`config.mk`:
```
export PLATFORM = sky130hd
export DESIGN_NAME = disp_word_queue
export DESIGN_NICKNAME = d
export VERILOG_FILES = /design/src/rtl/disp_pkg.sv /design/src/rtl/disp_fifo.sv /design/src/rtl/disp_word_queue.sv
export SDC_FILE = /design/constraint.sdc
export NUM_CORES = 1
export LEC_CHECK = 0
export BUFFER_PORTS_ARGS = -buffer_cell sky130_fd_sc_hd__buf_2
export CORE_ASPECT_RATIO = 0.6
export CORE_MARGIN = 1.5
export CORE_UTILIZATION = 45
export DETAILED_ROUTE_END_ITERATION = 8
export PLACE_DENSITY = 0.61
export SLEW_MARGIN = 30
export SYNTH_ARGS = -nofsm -noshare
export SYNTH_HDL_FRONTEND = slang
export SYNTH_HIERARCHICAL = 1
export SYNTH_SLANG_ARGS = --single-unit
```
`constraint.sdc`:
```
create_clock -name clk -period 6 [get_ports clk]
set_input_delay 0 -clock clk [delete_from_list [all_inputs] [get_ports clk]]
set_output_delay 0 -clock clk [all_outputs]
set_load 0.05 [all_outputs]
```
`src/rtl/disp_pkg.sv`:
```
// Shared types and constants for the debug-word display queue.
// Latency: n/a (declarations only).
// Backpressure: n/a (declarations only).
package disp_pkg;

   localparam int DISP_WORD_W   = 32;
   // 8 nibbles x 2^27 cycles each
   localparam int DEFAULT_DWELL = 1073741824;

   typedef enum logic {
      IDLE = 1'b0,
      SHOW = 1'b1
   } disp_state_e;

endpackage

```
`src/rtl/disp_fifo.sv`:
```
// Synchronous FIFO of display words; head is read combinationally.
// Latency: a push is visible at the head the cycle after the push edge.
// Backpressure: a push while full is ignored unless a pop happens in the same cycle.
module disp_fifo
   import disp_pkg::*;
#(
   parameter int DEPTH = 8
) (
   input  logic                       clk,
   input  logic                       reset,
   input  logic                       push,
   input  logic [DISP_WORD_W-1:0]     push_dat,
   input  logic                       pop,
   output logic [DISP_WORD_W-1:0]     head_dat,
   output logic                       full,
   output logic                       empty,
   output logic [$clog2(DEPTH):0]     count
);

   localparam int AW = $clog2(DEPTH);

   logic [DISP_WORD_W-1:0] mem_q [DEPTH];
   logic [DISP_WORD_W-1:0] mem_d [DEPTH];
   logic [AW:0]            wr_ptr_q, wr_ptr_d;
   logic [AW:0]            rd_ptr_q, rd_ptr_d;
   logic                   push_ok;
   logic                   pop_ok;

   // Pointers carry one extra MSB so full and empty are distinguishable.
   assign count    = wr_ptr_q - rd_ptr_q;
   assign empty    = (wr_ptr_q == rd_ptr_q);
   assign full     = (count == (AW+1)'(DEPTH));
   assign head_dat = mem_q[rd_ptr_q[AW-1:0]];

   // When full, the slot being written is the head being popped this same cycle.
   assign pop_ok   = pop && !empty;
   assign push_ok  = push && (!full || pop_ok);

   // Next-state for pointers and storage.
   always_comb begin
      mem_d    = mem_q;
      wr_ptr_d = wr_ptr_q;
      rd_ptr_d = rd_ptr_q;
      if (push_ok) begin
         mem_d[wr_ptr_q[AW-1:0]] = push_dat;
         wr_ptr_d = wr_ptr_q + (AW+1)'(1);
      end
      if (pop_ok) begin
         rd_ptr_d = rd_ptr_q + (AW+1)'(1);
      end
   end

   // Pointer registers; reset flushes the queue.
   always_ff @(posedge clk) begin
      if (reset) begin
         wr_ptr_q <= '0;
         rd_ptr_q <= '0;
      end else begin
         wr_ptr_q <= wr_ptr_d;
         rd_ptr_q <= rd_ptr_d;
      end
   end

   // Storage needs no reset: entries are only read after being written.
   always_ff @(posedge clk) begin
      mem_q <= mem_d;
   end

endmodule

```
`src/rtl/disp_word_queue.sv`:
```
// Queues 32-bit debug words and shows each for DWELL_CYCLES on char/char_valid; optional skip input under DISP_QUEUE_SKIP_EN.
// Latency: write into an empty idle queue appears on char one cycle after the write edge.
// Backpressure: wr_ready = !full || pop; writes while not ready are dropped and set sticky overflow.
module disp_word_queue
   import disp_pkg::*;
#(
   parameter int DEPTH        = 8,
   parameter int DWELL_CYCLES = DEFAULT_DWELL
) (
   input  logic                       clk,
   input  logic                       reset,
`ifdef DISP_QUEUE_SKIP_EN
   input  logic                       skip,
`endif
   input  logic                       wr_valid,
   input  logic [DISP_WORD_W-1:0]     wr_data,
   output logic                       wr_ready,
   output logic [DISP_WORD_W-1:0]     char,
   output logic                       char_valid,
   output logic [$clog2(DEPTH):0]     q_count,
   output logic                       overflow
);

   localparam int              DW_W         = $clog2(DWELL_CYCLES) + 1;
   localparam logic [DW_W-1:0] DWELL_RELOAD = DW_W'(DWELL_CYCLES - 1);

   disp_state_e            state_q, state_d;
   logic [DW_W-1:0]        dwell_q, dwell_d;
   logic [DISP_WORD_W-1:0] char_q, char_d;
   logic                   char_vld_q, char_vld_d;
   logic                   overflow_q, overflow_d;

   logic                   pop;
   logic                   push;
   logic                   fifo_full;
   logic                   fifo_empty;
   logic [DISP_WORD_W-1:0] head_dat;
   logic                   skip_hit;

`ifdef DISP_QUEUE_SKIP_EN
   assign skip_hit = skip;
`else
   assign skip_hit = 1'b0;
`endif

   assign wr_ready   = !fifo_full || pop;
   assign push       = wr_valid && wr_ready;
   assign char       = char_q;
   assign char_valid = char_vld_q;
   assign overflow   = overflow_q;

   disp_fifo #(
      .DEPTH (DEPTH)
   ) u_fifo (
      .clk      (clk),
      .reset    (reset),
      .push     (push),
      .push_dat (wr_data),
      .pop      (pop),
      .head_dat (head_dat),
      .full     (fifo_full),
      .empty    (fifo_empty),
      .count    (q_count)
   );

   // Display FSM: load a word, count down its dwell, then advance or go idle.
   always_comb begin
      state_d    = state_q;
      dwell_d    = dwell_q;
      char_d     = char_q;
      char_vld_d = char_vld_q;
      pop        = 1'b0;
      case (state_q)
         IDLE: begin
            char_vld_d = 1'b0;
            if (!fifo_empty) begin
               pop        = 1'b1;
               char_d     = head_dat;
               char_vld_d = 1'b1;
               dwell_d    = DWELL_RELOAD;
               state_d    = SHOW;
            end
         end
         SHOW: begin
            if (dwell_q == '0 || skip_hit) begin
               if (!fifo_empty) begin
                  // Back-to-back: char_valid stays high across the swap.
                  pop     = 1'b1;
                  char_d  = head_dat;
                  dwell_d = DWELL_RELOAD;
               end else begin
                  // Last word stays on char after valid drops.
                  char_vld_d = 1'b0;
                  dwell_d    = '0;
                  state_d    = IDLE;
               end
            end else begin
               dwell_d = dwell_q - DW_W'(1);
            end
         end
         default: begin
            state_d    = IDLE;
            char_vld_d = 1'b0;
         end
      endcase
   end

   // A write is lost exactly when it is offered while the queue cannot take it.
   always_comb begin
      overflow_d = overflow_q || (wr_valid && !wr_ready);
   end

   // State registers; reset abandons the shown word.
   always_ff @(posedge clk) begin
      if (reset) begin
         state_q    <= IDLE;
         dwell_q    <= '0;
         char_q     <= '0;
         char_vld_q <= 1'b0;
         overflow_q <= 1'b0;
      end else begin
         state_q    <= state_d;
         dwell_q    <= dwell_d;
         char_q     <= char_d;
         char_vld_q <= char_vld_d;
         overflow_q <= overflow_d;
      end
   end

endmodule
```
## After elaboration in Yosys (flattened, before gate mapping)

Index checks and enable logic that the tools add are counted.

- Bitwise operators: 3
- Reduce and logical (&&, ||, !) cells: 13
- Multiplexer cells: 21
- Equality and inequality tests: 5
- Add/sub/neg operators: 4
- Order comparisons: 3

Operator list:

| kind | count |
|---|---|
| 256-bit bitwise mux | 1 |
| 32-bit 2-to-1 mux | 5 |
| 32-bit binary-select mux with 3-bit select | 1 |
| 32-bit demux with 3-bit select | 1 |
| 32-bit one-hot mux with 2 select lines | 1 |
| 31-bit 2-to-1 mux | 2 |
| 31-bit one-hot mux with 2 select lines | 1 |
| 31-bit logical NOT | 1 |
| 31-bit by 1-bit subtractor with 31-bit output, second input constant | 1 |
| 30-bit 2-to-1 mux | 1 |
| 4-bit by 1-bit adder with 4-bit output, second input constant | 2 |
| 4-bit >= comparator, second input constant | 2 |
| 3-bit NOT with 4-bit output | 2 |
| 1-bit one-hot mux with 2 select lines | 3 |
| 1-bit logical AND | 5 |
| 1-bit 2-to-1 mux | 5 |
| 4-bit == test | 1 |
| 4-bit == test, second input constant | 1 |
| 4-bit by 1-bit < comparator with 1-bit output, second input constant | 1 |
| 2-bit by 1-bit != test with 1-bit output, second input constant | 2 |
| 4-bit subtractor | 1 |
| 1-bit logical NOT | 3 |
| 1-bit logical OR | 3 |
| 2-bit != test, second input constant | 1 |
| other kinds (2) | 2 |

- Register bits: 330
- Input bits: 35
- Output and inout bits: 39
- Logic and storage cells: 64

## Longest topological paths before layout

- Word-level depth: 8
- Depth in mapped cells: 13
- Depth with buffers taken out: 12

## Hierarchy

The synthesis kept the hierarchy.

Modules (own cells, without submodules):

| module | area each (um^2) | sequential area each (um^2) | cells an instance | times used |
|---|---|---|---|---|
| disp_fifo | 10,144.7 | 7,847.5 | 507 | 1 |
| disp_word_queue | 3,159.3 | 1,321.3 | 378 | 1 |

## Worst setup path after synthesis

Ideal clock, no wire load.

- Kind: register -> register
- Start point: reg u_fifo.rd_ptr_q[1]
- End point: reg u_fifo/mem_q[224] (netlist name) (enable)
- Clock period less this slack: 6.677 ns
- Path buffers: 2
- Cell stages (with the launch flop): 13
- Setup slack: -0.677 ns
- Setup time: 0.461 ns
- Data arrival time: 6.216 ns
- Required time: 5.539 ns
- Path through: dfxtp_1 clkbuf_1 buf_1 inv_1 fa_1 xor2_1 or3_4 nor2_1 o21ai_0 and2_1 o41ai_4 or2_2 nor3_1

- Elaborated cells on any way between the ends: 13
- Those cells by class: add/sub (1); eq/ne (2); mux (3); reduce/logical (7)

RTL lines:

| what | line | RTL |
|---|---|---|
| start, declared | disp_fifo.sv:25 | `logic [AW:0] rd_ptr_q, rd_ptr_d;` |
| start signal, assigned | disp_fifo.sv:60 | `rd_ptr_q <= rd_ptr_d;` |
| 4-bit subtractor | disp_fifo.sv:30 | `assign count = wr_ptr_q - rd_ptr_q;` |
| net q_count[2] | disp_word_queue.sv:20 | `output logic [$clog2(DEPTH):0] q_count,` |
| 4-bit == test | disp_fifo.sv:32 | `assign full = (count == (AW+1)'(DEPTH));` |
| net fifo_full | disp_word_queue.sv:35 | `logic fifo_full;` |
| 1-bit logical NOT | disp_word_queue.sv:46 | `assign wr_ready = !fifo_full \|\| pop;` |
| 1-bit logical OR | disp_word_queue.sv:46 |  |
| net wr_ready | disp_word_queue.sv:17 | `output logic wr_ready,` |
| 1-bit logical AND | disp_word_queue.sv:47 | `assign push = wr_valid && wr_ready;` |
| net push | disp_word_queue.sv:34 | `logic push;` |
| 1-bit logical AND | disp_fifo.sv:37 | `assign push_ok = push && (!full \|\| pop_ok);` |
| end signal, assigned | disp_fifo.sv:66 | `mem_q <= mem_d;` |
| end, declared | disp_fifo.sv:22 | `logic [DISP_WORD_W-1:0] mem_q [DEPTH];` |

The timed path passes the listed nets, and every way through them passes these cells.
A chain may end at the register's enable or synchronous reset.

## Worst setup path after layout

- Start point: reg dwell_q[0]
- End point: reg u_fifo/mem_q[85] (netlist name) (enable)

- Longest elaborated chain between the ends: 6
- Elaborated cells on any way between the ends: 8
- Those cells by class: mux (2); reduce/logical (6)

Ends and longest elaborated chain:

| what | line | RTL |
|---|---|---|
| start, declared | disp_word_queue.sv:28 | `logic [DW_W-1:0] dwell_q, dwell_d;` |
| start signal, assigned | disp_word_queue.sv:123 | `dwell_q <= dwell_d;` |
| 31-bit logical NOT * | disp_word_queue.sv:85 | `if (dwell_q == '0 \|\| skip_hit) begin` |
| 1-bit 2-to-1 mux * | disp_word_queue.sv:85 |  |
| 1-bit one-hot mux with 2 select lines * | disp_word_queue.sv:73 | `case (state_q)` |
| net pop | disp_word_queue.sv:33 | `logic pop;` |
| 1-bit logical OR or 1-bit logical AND (tied branches) | disp_word_queue.sv:46, disp_fifo.sv:36 |  |
| 1-bit logical AND or 1-bit logical OR (tied branches) | disp_word_queue.sv:47, disp_fifo.sv:37 |  |
| 1-bit logical AND * | disp_fifo.sv:37 |  |

Mark *: on every way through the listed nets, which the timed path passes. The rest lies on a longest branch.

==> impl_metrics.yaml <==
clock_network:
  clockRootBuffer: "clkbuf_16"
  cts_tree: "done"
  cts_made_buffers: 30
  cts.clk_slew.worst_paths_ns: 0.07
  clockBufferDepth: 3
  clock_latency_ns: 0.57
  cts-htree-levels: 1
  clock_sinks: 330
  ctsResizeCount: 0
synth:
  yosysWarnings: 6
  syn_inst: 885
  async_flop_share: 0
  synth_edf_count: 256
  post-synth-top-area-cell: "edfxtp_1"
  syn_area_per_cell_um2: 15.03
  syn_nets: 928
  synth-simple-area-share: 0.08878
  ys.flop_type: "edfxtp_1"
  synth-seq-cells: 330
  synth_top_area_frac: 0.5778
  synth_fa_ha_area_frac: 0.008088
  synth_cell_types: 57
  mappedNetlistArea_um2: 13300
  synth_compound_area_frac: 0.07825
  synth_xor_area_frac: 0.003950
  netlist_top_cells_area: "edfxtp_1, dfxtp_1, mux4_2"
  synth_top_family_by_area: "multiplexers"
  synth_seq_area_share: 0.6892
  synth_mux_area_frac: 0.1091
cells_and_area:
  fin_area_um2: 15550
  layout_common_cells: "edfxtp_1, nand2_1, buf_2"
  diodes: 0
  final_net_count: 1033
  syn_to_final_growth_pct: 16.87
  drive_above_1_share: 0.2347
  final_common_cell: "edfxtp_1"
floorplan:
  core_um2: 28890
  dieArea_um2: 30640
  die_h_um: 136.2
  start_util: 0.4605
  die_x_um: 225.0
  placementRows: 48
  num_io_pins: 74
sta:
  hold_viol: 0
  finalClockSkew_ns: 0.01569
  fmax_mhz: 242.5
  rsz0062_at_grt: "no"
  drv_slew: 0
  fin_setup_tns_ns: 0
  finalCriticalPeriod_ns: 4.124
  maxSlewHeadroom: 0.3451
  tightest_slew_ns: 0.9824
  setup_viol: 0
  finalCritPeriodShare: 0.6873
placed_design:
  placed_area_um2: 14240
  hpwlAfterDp_mm: 17.66
  gp_congestion: 0.8522
  port_buffers: 73
route:
  wl_mm: 29.76
  routedWlPerCell_um: 21.05
  drtPass1Iterations: 7
  drcViolationCount: 0
  vias_per_cell: 5.558
  dr.first_iter.drc_count: 750
  vias: 7859
  ant_nets: 0
setup_path:
  worst_setup_path_start_kind: "register"
  slowest_stage: "nor2_4"
  path_cells: "inv_1 -> ha_1 -> nor4b_1 -> nand4_2 -> o21a_2 -> buf_4 -> nor2_1 -> o21a_2 -> o311ai_2 -> nor2_4 -> buf_4"
  cp_slowest_stage_delay_ns: 0.77
  arrival_ns: 4.37
  crit_type: "register to register"
  path_max_fanout: 55
  cp.required_ns: 6.25
  cp-end-kind: "register"
outcome:
  status: "finished, final reports clean"
global_route:
  grt_max_degree: 67
  grt_overflow: 0
  grt_pass1_vias: 7580
  grt_pass1_wl_mm: 46.14
  grt_antenna_before_repair: 0
  grt.total_usage: 0.1977
power:
  cellPowerDensity_nw_per_um2: 471.6
  power_leakage_nw: 5.221
  ir_drop_v: 0.0002666
worst_hold_path:
  hp-class: "input pin to register"
flow_run:
  max-cap-violations: 0
==> critical path, delay by kind of cell (launching register included) <==
family,cells,cell delay (ns)
buffers and inverters,3,0.82
adder cells (fa/ha/maj),1,0.16
AND/OR/NAND/NOR,4,1.66
flip-flops,1,0.33
AO/OA/AOI/OAI,3,0.82
==> final timing paths <==
kind,startpoint,endpoint,slack [ns],depth (start not counted)
worst min register to register,overflow,overflow,0.47,1
worst max register to register,dwell_q[0],u_fifo/mem_q[85],1.88,11
worst max-delay path,dwell_q[0],u_fifo/mem_q[85],1.88,11
worst min-delay path,reset,u_fifo/rd_ptr_q[3],0.08,2
==> repair_timing <==
item,CTS,global route
hold buffers,33,0
hold endpoints to repair,258,0
buffers inserted,0,0
==> synth_stat cells, types with 5 or more instances <==
master / instances
nor2_1: 32
clkbuf_1: 26
nand3_1: 38
inv_1: 16
nand2_1: 110
a21oi_1: 57
nor4_1: 10
dfxtp_1: 74
buf_2: 16
mux4_2: 64
a211oi_1: 5
o21ai_0: 43
nor3_1: 17
a31oi_1: 10
ha_1: 7
buf_1: 6
o21a_1: 21
edfxtp_1: 256
==> cells by family (layout without fill, tap and decap cells) <==
| logic type | after synthesis | after routing |
|---|---|---|
| AO/OA/AOI/OAI | 164 | 164 |
| adder cells (fa/ha/maj) | 8 | 8 |
| buffers and inverters | 70 | 199 |
| XOR/XNOR | 6 | 6 |
| flip-flops | 330 | 330 |
| AND/OR/NAND/NOR | 242 | 242 |
| multiplexers | 65 | 65 |
==> routing by layer <==
| layer | vias to the layer above | share of wire | track usage | wire length, µm |
|---|---|---|---|---|
| met5 | - | 0 | 0 | 0 |
| met4 | 0 | 0.014 | 0.03766 | 412 |
| met3 | 38 | 0.049 | 0.03199 | 1452 |
| met2 | 218 | 0.43 | 0.2874 | 12770 |
| met1 | 3954 | 0.51 | 0.3138 | 15130 |
| li1 | 3649 | - | - | - |
==> stage by stage <==
step | power (mW) | util | hold slack [ns] | setup slack [ns] | instances
floorplan | 4.816 | - | 0.09887 | 0.1845 | 885
detailed placement | 5.459 | 0.4930 | 0.2947 | 1.838 | 1325
global route | 7.690 | 0.5382 | 0.1017 | 1.644 | 1414
CTS | 7.378 | 0.5380 | 0.06766 | 1.795 | 1414
finish | 7.333 | 0.5382 | 0.07935 | 1.876 | 1414
global placement | 5.416 | 0.4894 | 0.2895 | 1.886 | 1320
==> where the power goes <==
group / internal [mW] / leakage, nW / switching, mW
clock network: 1.07 / 0.470 / 0.829
logic: 0.733 / 1.82 / 1.56
registers: 2.89 / 2.93 / 0.253
==> state kept, by name (all words and copies together) (netlist names) <==
register	count
char	32
dwell_q	31
overflow	1
char_valid	1
state_q	1
u_fifo/rd_ptr_q	4
u_fifo/wr_ptr_q	4
u_fifo/mem_q	256
==> area by class of cell <==
class | instances | area (µm²)
clock buffer | 45 | 848.3
clock inverter | 11 | 120.1
fill | 2367 | 13340
inverter | 19 | 71.32
multi-input combinational | 485 | 3924
sequential | 330 | 9174
tap | 400 | 500.5
timing repair buffer | 124 | 910.9
(Power assumes the default switching activity.)
